$ cat config.mk
export PLATFORM = sky130hd
export DESIGN_NAME = ex_mem_sequencer
export DESIGN_NICKNAME = d
export VERILOG_FILES = /design/src/rtl/ex_mem_sequencer_pkg.sv /design/src/rtl/ex_mem_sequencer_arb.sv /design/src/rtl/ex_mem_sequencer.sv
export SDC_FILE = /design/constraint.sdc
export NUM_CORES = 1
export LEC_CHECK = 0
export CAP_MARGIN = 20
export CORE_AREA = 2 2 637 639
export DETAILED_ROUTE_END_ITERATION = 6
export DIE_AREA = 0 0 639 641
export GPL_ROUTABILITY_DRIVEN = 0
export PLACE_DENSITY_LB_ADDON = 0.1
export SLEW_MARGIN = 5
export SYNTH_ARGS = -nofsm -noshare
export SYNTH_HDL_FRONTEND = slang
export SYNTH_SLANG_ARGS = --single-unit
export TNS_END_PERCENT = 20
$ cat constraint.sdc
create_clock -name clk -period 2.2 [get_ports clk]
set_input_delay 0.44 -clock clk [delete_from_list [all_inputs] [get_ports clk]]
set_output_delay 0.44 -clock clk [all_outputs]
set_load 0.05 [all_outputs]
$ cat src/rtl/ex_mem_sequencer_pkg.sv
// Shared constants, stall-bus encoding and bus-width helpers for the EX-stage memory sequencer.
package ex_mem_sequencer_pkg;

    localparam int   STALLBUS_WD   = 6;
    localparam int   EX_STALL_BIT  = 3;
    localparam int   MEM_STALL_BIT = 4;
    localparam logic STOP          = 1'b1;
    localparam logic NO_STOP       = 1'b0;

    localparam int DEF_NLANE   = 2;
    localparam int DEF_LANE_WD = 280;
    localparam int DEF_RES_WD  = 70;

    typedef enum logic [1:0] {
        BR_HOLD,
        BR_LOAD,
        BR_BUBBLE,
        BR_CLEAR
    } bundle_act_e;

    function automatic int id_bus_wd(input int nlane, input int lane_wd);
        return 1 + nlane * lane_wd + nlane;
    endfunction

    function automatic int mem_bus_wd(input int nlane, input int res_wd);
        return 1 + nlane + nlane * res_wd;
    endfunction

endpackage

$ cat src/rtl/ex_mem_sequencer_arb.sv
// Lowest-index-first picker over the lanes still waiting for the shared data SRAM port.
module ex_mem_arb #(
    parameter int NLANE = 2
) (
    input  logic             en,
    input  logic [NLANE-1:0] req,
    output logic [NLANE-1:0] grant,
    output logic             more
);

    always_comb begin
        grant = '0;
        if (en) begin
            grant = req & (~req + NLANE'(1));
        end
        more = |(req & ~grant);
    end

endmodule

$ cat src/rtl/ex_mem_sequencer.sv
// Holds an issued bundle in EX and serialises its lanes' memory requests onto one data SRAM port.
module ex_mem_sequencer
    import ex_mem_sequencer_pkg::*;
#(
    parameter  int NLANE   = DEF_NLANE,
    parameter  int LANE_WD = DEF_LANE_WD,
    parameter  int RES_WD  = DEF_RES_WD,
    localparam int ID_WD   = id_bus_wd(NLANE, LANE_WD),
    localparam int MEM_WD  = mem_bus_wd(NLANE, RES_WD)
) (
    input  logic                    clk,
    input  logic                    rst,
    input  logic                    flush,
    input  logic [STALLBUS_WD-1:0]  stall,
    output logic                    stallreq_for_ex,
    input  logic [ID_WD-1:0]        id_to_ex_bus,
    output logic [ID_WD-1:0]        id_bus_r,
    input  logic [NLANE*RES_WD-1:0] lane_res,
    input  logic [NLANE-1:0]        lane_mem_en,
    input  logic [NLANE*4-1:0]      lane_mem_wen,
    input  logic [NLANE*32-1:0]     lane_mem_addr,
    input  logic [NLANE*32-1:0]     lane_mem_wdata,
    output logic                    data_sram_en,
    output logic [3:0]              data_sram_wen,
    output logic [31:0]             data_sram_addr,
    output logic [31:0]             data_sram_wdata,
    output logic [MEM_WD-1:0]       ex_to_mem_bus
);

    logic                    ex_stop;
    logic                    mem_stop;
    logic                    arb_en;
    logic                    more;
    logic                    fresh;
    logic                    bundle_switch;
    logic [NLANE-1:0]        valid;
    logic [NLANE-1:0]        served;
    logic [NLANE-1:0]        pending;
    logic [NLANE-1:0]        grant;
    logic [NLANE-1:0]        valid_out;
    logic [NLANE-1:0]        vo_bus;
    logic [NLANE*RES_WD-1:0] res_bus;
    bundle_act_e             bundle_act;
    logic                    unused_stall;

    assign ex_stop       = (stall[EX_STALL_BIT] == STOP);
    assign mem_stop      = (stall[MEM_STALL_BIT] == STOP);
    assign unused_stall  = ^{stall[STALLBUS_WD-1:MEM_STALL_BIT+1], stall[EX_STALL_BIT-1:0]};
    assign valid         = id_bus_r[NLANE-1:0];
    assign bundle_switch = id_bus_r[ID_WD-1];
    assign pending       = valid & lane_mem_en & ~served;
    assign arb_en        = !mem_stop && !flush;

    ex_mem_arb #(
        .NLANE (NLANE)
    ) u_arb (
        .en    (arb_en),
        .req   (pending),
        .grant (grant),
        .more  (more)
    );

    assign stallreq_for_ex = more & ~flush;

    // A bundle that still owes SRAM accesses stays in place even while the EX stop bit asks for a bubble.
    always_comb begin
        if (flush) begin
            bundle_act = BR_CLEAR;
        end else if (stallreq_for_ex) begin
            bundle_act = BR_HOLD;
        end else if (ex_stop && !mem_stop) begin
            bundle_act = BR_BUBBLE;
        end else if (!ex_stop) begin
            bundle_act = BR_LOAD;
        end else begin
            bundle_act = BR_HOLD;
        end
    end

    always_ff @(posedge clk) begin
        if (rst) begin
            id_bus_r <= '0;
            served   <= '0;
            fresh    <= 1'b0;
        end else begin
            case (bundle_act)
                BR_LOAD: begin
                    id_bus_r <= id_to_ex_bus;
                    served   <= '0;
                    fresh    <= 1'b1;
                end
                BR_HOLD: begin
                    served <= served | grant;
                    if (!mem_stop) begin
                        fresh <= 1'b0;
                    end
                end
                default: begin
                    id_bus_r <= '0;
                    served   <= '0;
                    fresh    <= 1'b0;
                end
            endcase
        end
    end

    always_comb begin
        data_sram_en    = 1'b0;
        data_sram_wen   = '0;
        data_sram_addr  = '0;
        data_sram_wdata = '0;
        for (int i = 0; i < NLANE; i++) begin
            if (grant[i]) begin
                data_sram_en    = 1'b1;
                data_sram_wen   = lane_mem_wen[i*4 +: 4];
                data_sram_addr  = lane_mem_addr[i*32 +: 32];
                data_sram_wdata = lane_mem_wdata[i*32 +: 32];
            end
        end
    end

    // ALU lanes leave on the first unstalled cycle; memory lanes leave on the cycle they are granted.
    always_comb begin
        valid_out = '0;
        vo_bus    = '0;
        res_bus   = '0;
        for (int i = 0; i < NLANE; i++) begin
            valid_out[i] = valid[i] & !mem_stop & ((~lane_mem_en[i] & fresh) | grant[i]);
        end
        for (int j = 0; j < NLANE; j++) begin
            if (bundle_switch) begin
                vo_bus[j]                   = valid_out[NLANE-1-j];
                res_bus[j*RES_WD +: RES_WD] = lane_res[(NLANE-1-j)*RES_WD +: RES_WD];
            end else begin
                vo_bus[j]                   = valid_out[j];
                res_bus[j*RES_WD +: RES_WD] = lane_res[j*RES_WD +: RES_WD];
            end
        end
    end

    assign ex_to_mem_bus = {bundle_switch, vo_bus, res_bus};

endmodule

==> impl_metrics.ini <==
[run_status]
outcome = finished, violations left
violations = negative setup slack

[global_route]
grt_pass1_vias = 22800
grt_max_degree = 53
antenna_found_initial = 155
grt.overflow.total = 0
grt.total_usage_pct = 11.0
grt_pass1_wl_um = 288000

[place]
hpwl_um = 202000
dpl_cell_area_um2 = 43800
port-buffer-count = 1621

[synthesis]
syn_inst = 1520
avgSynthCellArea_um2 = 12.7
ys_seq_area_share_pct = 58.5
synth_top_area_share_pct = 58.5
ys_seq_elements = 566
synth_fp_nets = 2370
syn_area_um2 = 19400
yosys.area.top_type = dfxtp_1
yosys_warnings = 0
asyncSetResetFlopFracSynth_pct = 0
synth_area_leaders = dfxtp_1 (59%), a22o_1 (29%), mux2_2 (8.1%)
synth_ff_type = dfxtp_1
synth_cell_type_count = 25
synth-edff-count = 0

[floorplan]
initial_core_util_pct = 4.82
ios = 1626
die_h_um = 641
fp.coreArea_um2 = 402000
die_area_um2 = 410000
chipWidth_um = 639
rows = 233

[critical_path]
setup.worst_path.start_class = flip-flop
crit_required_ns = 1.76
critPathLaunch = id_bus_r[0]
reg2reg_slack_ns = -0.31
r2r_start = id_bus_r[0]
reg2reg_to = id_bus_r[293]
crit_type = reg2out
crit_path_end = data_sram_wdata[22]
crit_arrival_ns = 2.43
worst_r2r_path_depth = 11
cp_max_fo = 12
cp-end-kind = primary output

[timing]
skew_ns = 0.0504
report.final.slew_viol_count = 0
relSlewSlack_pct = 57.0
fmax_mhz = 349
post-route-period-util_pct = 130
fin_crit_ns = 2.87
tightest_slew_ns = 0.644
final_hold_viol_count = 0
setup_viol = 1081
rsz0062_at_grt = yes
holdWs_ns = 0.225
fin_ws_ns = -0.665

[drt]
route.detailed.wl_per_inst_um = 27.5
drc = 0
routed_wl_um = 239000
routed_via_density = 2.52
ant_nets = 0
drtIter0Drc = 1029
firstDrtPassIters = 5
via_count = 21800

[power_and_ir_drop]
irDropWorstVdd_v = 0.000491
power.density_nw_per_um2 = 657
leakage_uw = 0.0184

[cts]
cts_buffers = 93
clk_pin_slew_worst_paths_ns = 0.06
cts_tree = done
clock_path_buffers = 4
root_buffer = clkbuf_16
cts_hold_buf = 0
clock_sinks = 566
cts.htree.levels = 3
insertion_delay_ns = 0.81

[hold_path]
min_path_type = in2reg

[layout]
multi_input_area_um2 = 8200
final_common_cell = clkdlybuf4s50_1
drive_gt1_share_pct = 31.1
syn_to_final_growth_pct = 155
design_area_um2 = 49400
fill_cells = 45500
nets = 4123
final_cell_mix = clkdlybuf4s50_1 (1149), a22o_1 (563), dfxtp_1 (561), buf_4 (328), buf_12 (216)
layout.area.seq_um2 = 11300

[job]
cap_violations = 0
==> synth_stat cells, types with 3 or more instances <==
library cell,instances
dfxtp_1,566
nor2b_1,3
mux2_2,140
a22o_1,631
buf_4,9
buf_2,103
clkbuf_1,41
nor2_1,3
==> through the flow <==
step           utilization [%]  power (uW)  worst slack (ns)  cells  setup TNS (ns)
2_1_floorplan                -       13400           0.00644   1520               0
3_3_place_gp              10.9       17300            -0.819   8411         -440.77
3_5_place_dp              10.9       17300            -0.838   8411         -449.78
4_1_cts                   12.2       33400            -0.815   8617         -350.68
5_1_grt                   12.3       33900            -0.780   8646         -374.38
6_report                  12.3       32500            -0.665   8674         -263.00
==> repair_timing <==
item / 4_1_cts / 5_1_grt
setup buffers: 23 / 16
pin swaps: 1 / 12
setup endpoints to repair: 1054 / 1089
gates cloned: 16 / 11
resized for setup: 400 / 77
==> cell families after synthesis <==
logic type | count (synthesis) | synth area share (%)
mux | 142 | 8.24
buf+inv | 156 | 3.86
fa+ha+maj | 1 | 0.0581
simple gates | 18 | 0.588
flops | 566 | 58.5
compound gates | 637 | 28.7
==> per-layer routing <==
layer / up-vias / global-route usage [%] / part of all wire [%]
met5: - / 0 / 0.26
met4: 92 / 4.18 / 4.4
met3: 409 / 4.48 / 9.2
met2: 1254 / 20.2 / 51
met1: 10500 / 11.0 / 35
li1: 9564 / - / -
==> where the power goes <==
| group | internal [uW] | switching (uW) |
|---|---|---|
| logic | 3100 | 3600 |
| clock network | 8820 | 6170 |
| registers | 10600 | 199 |
| total | 22500 | 9970 |
==> worst max-delay path, stage by stage, from the launching register on <==
cell and delay [ns]:
dfxtp_4 0.36, and3b_2 0.24, buf_12 0.13, nor2_4 0.14, buf_12 0.19, clkbuf_16 0.20, a22o_2 0.18, buf_12 0.14
==> worst min path at each step <==
| stage | start | end | slack, ns | cells past startpoint |
|---|---|---|---|---|
| final | id_to_ex_bus[89] | id_bus_r[89] | 0.23 | 2 |
| after global routing | id_to_ex_bus[225] | id_bus_r[225] | 0.14 | 2 |
| after CTS | id_to_ex_bus[225] | id_bus_r[225] | 0.1 | 2 |
| after detailed placement | id_bus_r[43] | id_bus_r[43] | 0.46 | 1 |
| after global placement | served[0] | served[0] | 0.46 | 1 |
| after floorplan | served[0] | served[0] | 0.45 | 1 |
==> layout make-up <==
class	instances	share of cell area, %
multi-input cells	798	16.6
clock inverters	35	0.653
diodes	41	0.208
repair buffers	1813	40.8
clock buffers	133	5.42
flip-flops and latches	566	23.0
well taps	5287	13.4
inverters	1	0.0127
==> flip-flops by register name (all words and copies together), names as in the netlist <==
register and flops:
served 2, id_bus_r 563, fresh 1
Power figures use the tool's default switching activity.
